File: src/rtl/warp_barrier_unit.sv
`default_nettype none
// ============================================================================
// Module   : warp_barrier_unit
// Purpose  : Hardware barrier tracker. Counts warp arrivals per barrier slot,
//            keeps arrived warps stalled, and emits one registered release
//            pulse with the warp mask when the last participant arrives.
// Revision : 1.0  initial release
// ============================================================================
module warp_barrier_unit #(
    parameter int NUM_WARPS    = 4,
    parameter int NUM_BARRIERS = 4,
    parameter int NW_BITS      = $clog2(NUM_WARPS),
    parameter int NB_BITS      = (NUM_BARRIERS > 1) ? $clog2(NUM_BARRIERS) : 1
) (
    input  logic                 clk,
    input  logic                 reset_n,
    input  logic                 bar_valid,
    input  logic [NW_BITS-1:0]   bar_wid,
    input  logic [NB_BITS-1:0]   bar_id,
    input  logic [NW_BITS-1:0]   bar_size_m1,
    output logic                 release_valid,
    output logic [NB_BITS-1:0]   release_id,
    output logic [NUM_WARPS-1:0] release_wmask,
    output logic [NUM_WARPS-1:0] stalled_wmask,
    output logic                 err,
    input  logic                 err_clr
);

    typedef enum logic [0:0] {
        ST_IDLE    = 1'b0,
        ST_WAITING = 1'b1
    } slot_state_t;

    // Per-slot state, current and next
    slot_state_t          state_q [NUM_BARRIERS];
    slot_state_t          state_d [NUM_BARRIERS];
    logic [NW_BITS-1:0]   size_q  [NUM_BARRIERS];
    logic [NW_BITS-1:0]   size_d  [NUM_BARRIERS];
    logic [NW_BITS-1:0]   count_q [NUM_BARRIERS];
    logic [NW_BITS-1:0]   count_d [NUM_BARRIERS];
    logic [NUM_WARPS-1:0] wmask_q [NUM_BARRIERS];
    logic [NUM_WARPS-1:0] wmask_d [NUM_BARRIERS];

    // Registered-output next values
    logic                 rel_valid_d;
    logic [NB_BITS-1:0]   rel_id_d;
    logic [NUM_WARPS-1:0] rel_wmask_d;
    logic [NUM_WARPS-1:0] stalled_d;
    logic                 err_event;
    logic                 err_d;

    logic [NUM_WARPS-1:0] warp_onehot;
    logic [NW_BITS-1:0]   count_inc;

    assign warp_onehot = NUM_WARPS'(1) << bar_wid;
    assign count_inc   = count_q[bar_id] + NW_BITS'(1);

    // Next-state: only the addressed slot can change in a given cycle
    always_comb begin
        state_d     = state_q;
        size_d      = size_q;
        count_d     = count_q;
        wmask_d     = wmask_q;
        rel_valid_d = 1'b0;
        rel_id_d    = '0;
        rel_wmask_d = '0;
        err_event   = 1'b0;

        if (bar_valid) begin
            // A warp already held by a different slot is still processed,
            // but it is a protocol violation. Same-slot duplicates are
            // flagged below and otherwise ignored.
            if (stalled_wmask[bar_wid] && !wmask_q[bar_id][bar_wid]) begin
                err_event = 1'b1;
            end

            case (state_q[bar_id])
                ST_IDLE: begin
                    if (bar_size_m1 == '0) begin
                        // Single-participant barrier: release without stalling
                        rel_valid_d = 1'b1;
                        rel_id_d    = bar_id;
                        rel_wmask_d = warp_onehot;
                    end else begin
                        state_d[bar_id] = ST_WAITING;
                        size_d[bar_id]  = bar_size_m1;
                        count_d[bar_id] = '0;
                        wmask_d[bar_id] = warp_onehot;
                    end
                end

                ST_WAITING: begin
                    // Mismatched size is reported; the latched size governs
                    if (bar_size_m1 != size_q[bar_id]) begin
                        err_event = 1'b1;
                    end

                    if (wmask_q[bar_id][bar_wid]) begin
                        err_event = 1'b1;
                    end else if (count_inc == size_q[bar_id]) begin
                        rel_valid_d     = 1'b1;
                        rel_id_d        = bar_id;
                        rel_wmask_d     = wmask_q[bar_id] | warp_onehot;
                        state_d[bar_id] = ST_IDLE;
                        size_d[bar_id]  = '0;
                        count_d[bar_id] = '0;
                        wmask_d[bar_id] = '0;
                    end else begin
                        count_d[bar_id] = count_inc;
                        wmask_d[bar_id] = wmask_q[bar_id] | warp_onehot;
                    end
                end

                default: begin
                    state_d[bar_id] = ST_IDLE;
                end
            endcase
        end

        // Stall view follows the next slot masks so it updates with the arrival
        stalled_d = '0;
        for (int i = 0; i < NUM_BARRIERS; i++) begin
            if (state_d[i] == ST_WAITING) begin
                stalled_d = stalled_d | wmask_d[i];
            end
        end

        // Sticky error; a new error beats a simultaneous clear
        err_d = err_event | (err & ~err_clr);
    end

    // Slot state registers
    always_ff @(posedge clk or negedge reset_n) begin
        if (!reset_n) begin
            for (int i = 0; i < NUM_BARRIERS; i++) begin
                state_q[i] <= ST_IDLE;
                size_q[i]  <= '0;
                count_q[i] <= '0;
                wmask_q[i] <= '0;
            end
        end else begin
            for (int i = 0; i < NUM_BARRIERS; i++) begin
                state_q[i] <= state_d[i];
                size_q[i]  <= size_d[i];
                count_q[i] <= count_d[i];
                wmask_q[i] <= wmask_d[i];
            end
        end
    end

    // Output registers
    always_ff @(posedge clk or negedge reset_n) begin
        if (!reset_n) begin
            release_valid <= 1'b0;
            release_id    <= '0;
            release_wmask <= '0;
            stalled_wmask <= '0;
            err           <= 1'b0;
        end else begin
            release_valid <= rel_valid_d;
            release_id    <= rel_id_d;
            release_wmask <= rel_wmask_d;
            stalled_wmask <= stalled_d;
            err           <= err_d;
        end
    end

endmodule
`default_nettype wire

File: config.mk
export PLATFORM = sky130hd
export DESIGN_NAME = warp_barrier_unit
export DESIGN_NICKNAME = d
export VERILOG_FILES = /design/src/rtl/warp_barrier_unit.sv
export SDC_FILE = /design/constraint.sdc
export NUM_CORES = 1
export LEC_CHECK = 0
export BUFFER_PORTS_ARGS = -buffer_cell sky130_fd_sc_hd__buf_2
export CAP_MARGIN = 20
export CORE_UTILIZATION = 40
export DETAILED_ROUTE_END_ITERATION = 7
export PLACE_DENSITY_LB_ADDON = 0.12
export SYNTH_ARGS = -nofsm -noshare
export SYNTH_HDL_FRONTEND = slang
export SYNTH_SLANG_ARGS = --single-unit
File: constraint.sdc
create_clock -name clk -period 3.7 [get_ports clk]
set_clock_uncertainty 0.1 [all_clocks]
set_input_delay 1.11 -clock clk [delete_from_list [all_inputs] [get_ports clk]]
set_output_delay 1.11 -clock clk [all_outputs]
set_load 0.02 [all_outputs]
==> flow_summary_export.csv, run 1 <==
group,metric,value,unit
sta,final-max-slew-violation-count,0,
cts,cts.sinks,48,
power,seqPwrFrac,0.340,
drt,drc,0,
final_layout,num_antenna_cells,0,
logic_synthesis,syn_avg_cell_area,10.6,µm²
logic_synthesis,synthesis.area,2850,µm²
logic_synthesis,synth_edf_count,0,
cts,clk-insertion-delay-late,300,ps
cts,clockBufferDepth,2,
power,leakage,1.53,nW
logic_synthesis,postSynth.asyncResetShare,1.00,
run_status,outcome,"finished clean",
floorplan,die-area,7460,µm²
worst_setup_path,cp_data_required_time,3790,ps
power,p_clk_frac,0.115,
worst_setup_path,end_kind,"flop",
floorplan,dieHeight,86.4,µm
logic_synthesis,ys_warn_count,0,
worst_setup_path,startpoint,"bar_id[1]",
drt,num_vias,2432,
power,swShare,0.405,
floorplan,die_width,86.4,µm
cts,clkTransAtPathRegs,90,ps
run,maxCapViolCount,0,
logic_synthesis,netlist_instances,269,
final_layout,fin_nets,339,
sta,finalCritPeriodShare,0.943,
sta,finalSetupViolCount,0,
logic_synthesis,yosys-top-cells-count,"dfrtp_1 (48), nor2_1 (23), nand2_1 (20)",
worst_setup_path,slowest_delay,620,ps
floorplan,core-area,6830,µm²
cts,cts.htree.levels,2,
grt,first_global_vias,2312,
place,dp.cells,417,
worst_setup_path,critPathKind,"input pin to flop",
logic_synthesis,synth_top_area_cell,"dfrtp_1",
sta,max_freq,287,MHz
hold_path,min_from,"size_q[4]$_DFFE_PN0P_",
drt,antenna_left,0,
sta,max_slew_margin,0.630,
sta,rsz0062_at_grt,"false",
power,p_int,0.00157,W
place,post-dp-hpwl,5950,µm
power,p_sw,0.00107,W
cts,cts_tree,"built",
place,dpl_cell_area,3350,µm²
logic_synthesis,syn-num-nets,279,
worst_setup_path,cp_cell_sequence,"buf_2, mux4_1, xnor2_2, mux2_2, o311ai_1, buf_4, o221ai_1, a221o_1",
drt,dr.pass1.iters,5,
cts,postCtsHoldBufs,0,
grt,grt_pass1_wl,12700,µm
drt,wirelength,7780,µm
hold_path,hp-class,"flop to flop",
power,peakVddDrop,273,µV
logic_synthesis,synth_ff_type,"dfrtp_1",
cts,clockRootBuffer,"clkbuf_8",
floorplan,row_count,30,
power,pwr_density_cell,764,nW/µm²
logic_synthesis,ys_ff_latch,48,
worst_setup_path,rr_startpoint,"size_q[3]$_DFFE_PN0P_",
logic_synthesis,yosysTopAreaCellShare,0.422,
worst_setup_path,cp_max_fo,4,
worst_setup_path,worst_ep_arrival_time,3570,ps
worst_setup_path,critPathLaunchType,"input pin",
final_layout,num-fill-cells,646,
logic_synthesis,ys_seq_area_frac,0.422,
grt,antenna_found_initial,0,
logic_synthesis,synth.most_common_cell,"dfrtp_1",
logic_synthesis,ys_top_cells_by_area,"dfrtp_1 (42%), mux4_2 (6.3%), mux2i_1 (5.3%)",
sta,hold_slack,412,ps
sta,setup_tns,0,ps
grt,grt_use_total,0.228,
sta,worstMarginPinSlew,553,ps
final_layout,final_cells,425,
drt,avgViaCountPerCell,5.72,
place,place_congestion,0.939,
floorplan,start_util,0.417,
cts,cts_buffers,5,
logic_synthesis,ys_types,44,
final_layout,fin_area,3450,µm²
final_layout,synthToLayoutAreaGrowth,21.4,%
worst_setup_path,cp_slowest_cell,"mux4_1",
final_layout,layout-drive-gt1-share,0.313,
drt,drtIter0Drc,233,
sta,min_period,3490,ps
grt,grt_max_degree,49,
floorplan,ios,22,
sta,hold_violations,0,
place,numPortBuffers,21,
power,power_frac_comb,0.545,
grt,overflow,0,
drt,routedWlPerCell,18.3,µm
power,power,0.00264,W
-- power groups by stage --
stage,Sequential [W],Combinational (W),Clock [W]
finish,0.000898,0.00144,0.000303
global placement,0.000899,0.00142,0
CTS,0.000888,0.00142,0.000316
floorplan,0.000870,0.000853,0
detailed placement,0.000896,0.00141,0
global route,0.000917,0.00156,0.000333
-- critical path: cells and delay by family --
| family | cells | cell delay, ps |
|---|---|---|
| xor gates and xnor gates | 1 | 290 |
| muxes | 2 | 1040 |
| buffers and inverters | 2 | 310 |
| AOI/OAI and AO/OA | 3 | 830 |
-- cells in the final DEF (no fill, tap or decap), drive strengths merged, types with 2 or more instances in the layout --
master / Yosys / layout
nor2: 28 / 28
a22o: 2 / 2
a221o: 5 / 5
nand2b: 11 / 11
inv: 14 / 14
a21boi: 3 / 3
o221ai: 3 / 3
a21o: 2 / 2
mux2i: 16 / 16
xor2: 2 / 2
a22oi: 3 / 3
mux2: 13 / 13
nor3: 5 / 5
dfrtp: 48 / 48
o21a: 2 / 2
o21ai: 3 / 3
xnor2: 2 / 2
and2: 9 / 9
nor3b: 2 / 2
a21oi: 13 / 13
mux4: 11 / 11
a221oi: 3 / 3
nor2b: 8 / 8
buf: 4 / 64
clkbuf: 7 / 5
a31oi: 3 / 3
a211oi: 3 / 3
nand2: 20 / 20
o22ai: 14 / 14
a211o: 2 / 2
nand3b: 3 / 3
-- layout make-up --
class,count,area (µm²),area share
flip-flops and latches,48,1200,0.348
well taps,96,120,0.0348
multi-input cells,196,1530,0.444
clock buffers,5,68.8,0.0199
clock inverters,2,12.5,0.00362
repair buffers,64,465,0.135
inverters,14,52.6,0.0152
-- state kept, by name, summed over array words and instances, names as in the netlist --
signal,count
state_q,4
wmask_q,16
err,1
release_valid,1
count_q,8
size_q,8
stalled_wmask,4
release_id,2
release_wmask,4
-- worst paths after layout --
check	cells past startpoint	to	slack, ps
max in group asynchronous	2	wmask_q[0]$_DFF_PN0_	2380
hold / removal	1	size_q[4]$_DFFE_PN0P_	410
setup reg to reg	7	stalled_wmask[0]$_DFF_PN0_	800
hold reg to reg	1	size_q[4]$_DFFE_PN0P_	410
setup / recovery	8	stalled_wmask[0]$_DFF_PN0_	210
min in group asynchronous	1	size_q[1]$_DFFE_PN0P_	620
-- metal layers --
layer  part of all wire  track usage
met3              0.072       0.0524
met2               0.44        0.342
met1               0.47        0.336
met4              0.014       0.0545
met5                  0            0
-- stage by stage --
stage / util / setup slack [ps]
3_5_place_dp: 0.490 / -165
4_1_cts: 0.502 / 125
5_1_grt: 0.506 / 102
6_report: 0.506 / 211
3_3_place_gp: 0.490 / -202
2_1_floorplan: - / 274
-- what timing repair did --
item,in CTS,in global routing
resized for setup,0,1
setup buffers,0,0
endpoints found under the setup margin,0,1
-- kinds of logic (layout without fill, tap and decap cells) --
logic type	after synthesis	after routing	synth area share
compound gates	66	66	0.165
simple gates	86	86	0.154
flops	48	48	0.422
mux	40	40	0.203
buf+inv	25	85	0.0413
xor+xnor	4	4	0.0149
(Power assumes the default switching activity.)
==> run 2: changes to the inputs <==
--- a/config.mk
+++ b/config.mk
@@ -7,6 +7,7 @@
 export LEC_CHECK = 0
 export BUFFER_PORTS_ARGS = -buffer_cell sky130_fd_sc_hd__buf_2
 export CAP_MARGIN = 20
+export CORE_MARGIN = 8
 export CORE_UTILIZATION = 40
 export DETAILED_ROUTE_END_ITERATION = 7
 export PLACE_DENSITY_LB_ADDON = 0.12
==> flow_summary_export.csv, run 2 (synthesized netlist as in run 1, its figures left out) <==
group,metric,value,unit
run_status,outcome,"finished clean",
floorplan,row_count,30,
sta,max_slew_margin,0.576,
power,seqPwrFrac,0.332,
cts,clockRootBuffer,"clkbuf_8",
grt,grt_max_degree,49,
power,p_clk_frac,0.155,
cts,postCtsHoldBufs,0,
final_layout,multi_input_area,1530,µm²
worst_setup_path,worst_ep_arrival_time,3550,ps
power,peakVddDrop,346,µV
place,dpl_cell_area,3310,µm²
floorplan,ios,22,
cts,cts_tree,"built",
power,p_sw,0.00105,W
power,swShare,0.394,
final_layout,fin_nets,337,
sta,finalCritPeriodShare,0.936,
place,dp.cells,415,
floorplan,core-area,6830,µm²
floorplan,dieHeight,100,µm
sta,final-max-slew-violation-count,0,
place,pre_cts_ws,-30.9,ps
final_layout,final_common_cell,"dfrtp_1",
final_layout,reg_top3,"wmask_q x16, count_q x8, size_q x8",
final_layout,final_cell_mix,"dfrtp_1 (48), buf_4 (40), nor2_1 (23)",
cts,cts.sinks,48,
floorplan,die_width,100,µm
sta,rsz0062_at_grt,"false",
drt,drtIter0Drc,181,
final_layout,regMostFlops,"wmask_q",
cts,cts-resized-gates,0,
hold_path,hp-class,"flop to flop",
power,power_frac_comb,0.513,
worst_setup_path,cp_data_required_time,3790,ps
cts,cts_buffers,5,
worst_setup_path,critPathKind,"input pin to flop",
floorplan,start_util,0.417,
power,p_int,0.00161,W
run,maxCapViolCount,0,
final_layout,synthToLayoutAreaGrowth,21.4,%
sta,worstMarginPinSlew,636,ps
power,power,0.00266,W
drt,dr.pass1.iters,5,
cts,cts_setup_buffers,0,
power,leakage,1.53,nW
drt,wirelength,7770,µm
grt,antenna_found_initial,0,
cts,clockBufferDepth,2,
final_layout,num-fill-cells,632,
worst_setup_path,end_kind,"flop",
sta,hold_slack,415,ps
cts,clkTransAtPathRegs,100,ps
worst_setup_path,critPathLaunchType,"input pin",
drt,avgViaCountPerCell,5.55,
drt,routedWlPerCell,18.3,µm
final_layout,final_cells,424,
sta,max_freq,289,MHz
worst_setup_path,cp_max_fo,6,
grt,first_global_vias,2385,
floorplan,die-area,10100,µm²
place,place_congestion,0.948,
place,post-dp-hpwl,6030,µm
sta,finalSetupViolCount,0,
final_layout,regArea,1200,µm²
sta,hold_violations,0,
sta,min_period,3460,ps
final_layout,num_antenna_cells,0,
final_layout,largest_reg_flops,16,
final_layout,fin_area,3460,µm²
place,numPortBuffers,21,
power,pwr_density_cell,771,nW/µm²
grt,overflow,0,
cts,clk-insertion-delay-late,310,ps
drt,num_vias,2354,
final_layout,layout-drive-gt1-share,0.308,
grt,grt_use_total,0.162,
grt,grt_pass1_wl,12800,µm
drt,antenna_left,0,
cts,cts.htree.levels,2,
drt,drc,0,
sta,layout_setup_ws,237,ps
[run 2: cell types whose count changed in the layout (fill, tap and decap cells not counted), sizes merged]
cell	before	now
buf	64	62
bufinv	0	1
clkbuf	5	6
clkinvlp	1	0
[run 2: layout make-up]
cell class	count	share of cell area
multi-input cells	196	0.442
flip-flops and latches	48	0.348
repair buffers	62	0.125
well taps	96	0.0348
clock buffers	6	0.0239
inverters	14	0.0152
clock inverters	2	0.0112
[run 2: layer usage]
layer	vias to the layer above	part of all wire	track usage	routed length (µm)
met3	9	0.067	0.0388	517
met2	91	0.45	0.245	3520
met4	0	0.0097	0.0384	75
met1	1143	0.47	0.226	3660
met5	-	0	0	0
li1	1111	-	-	-
[run 2: critical path, cell delays in order]
cell	delay (ps)
buf_2	100
mux4_1	610
xnor2_2	280
mux2i_4	430
nor2_1	140
a221oi_1	370
o221ai_1	190
a221o_1	310
[run 2: stage by stage]
stage	util	setup TNS, ps
floorplan	-	0
global route	0.506	0
detailed placement	0.484	-38.0
CTS	0.502	0
finish	0.506	0
global placement	0.484	-38.4
[run 2: worst paths after layout]
path,from,endpoint,slack [ps],depth (start not counted)
setup / recovery,bar_id[1],stalled_wmask[3]$_DFF_PN0_,240,8
hold / removal,count_q[4]$_DFFE_PN0P_,count_q[4]$_DFFE_PN0P_,420,1
setup reg to reg,size_q[3]$_DFFE_PN0P_,stalled_wmask[3]$_DFF_PN0_,790,7
hold reg to reg,count_q[4]$_DFFE_PN0P_,count_q[4]$_DFFE_PN0P_,420,1
max in group asynchronous,reset_n,release_id[0]$_DFF_PN0_,2250,2
min in group asynchronous,reset_n,count_q[3]$_DFFE_PN0P_,700,1
[run 2: power by group through the flow]
stage	Clock, W	Combinational, W	Sequential, W
after floorplan	0	0.000853	0.000870
after global placement	0	0.00134	0.000889
after detailed placement	0	0.00134	0.000890
after CTS	0.000422	0.00135	0.000880
after global routing	0.000439	0.00148	0.000913
final	0.000413	0.00137	0.000884
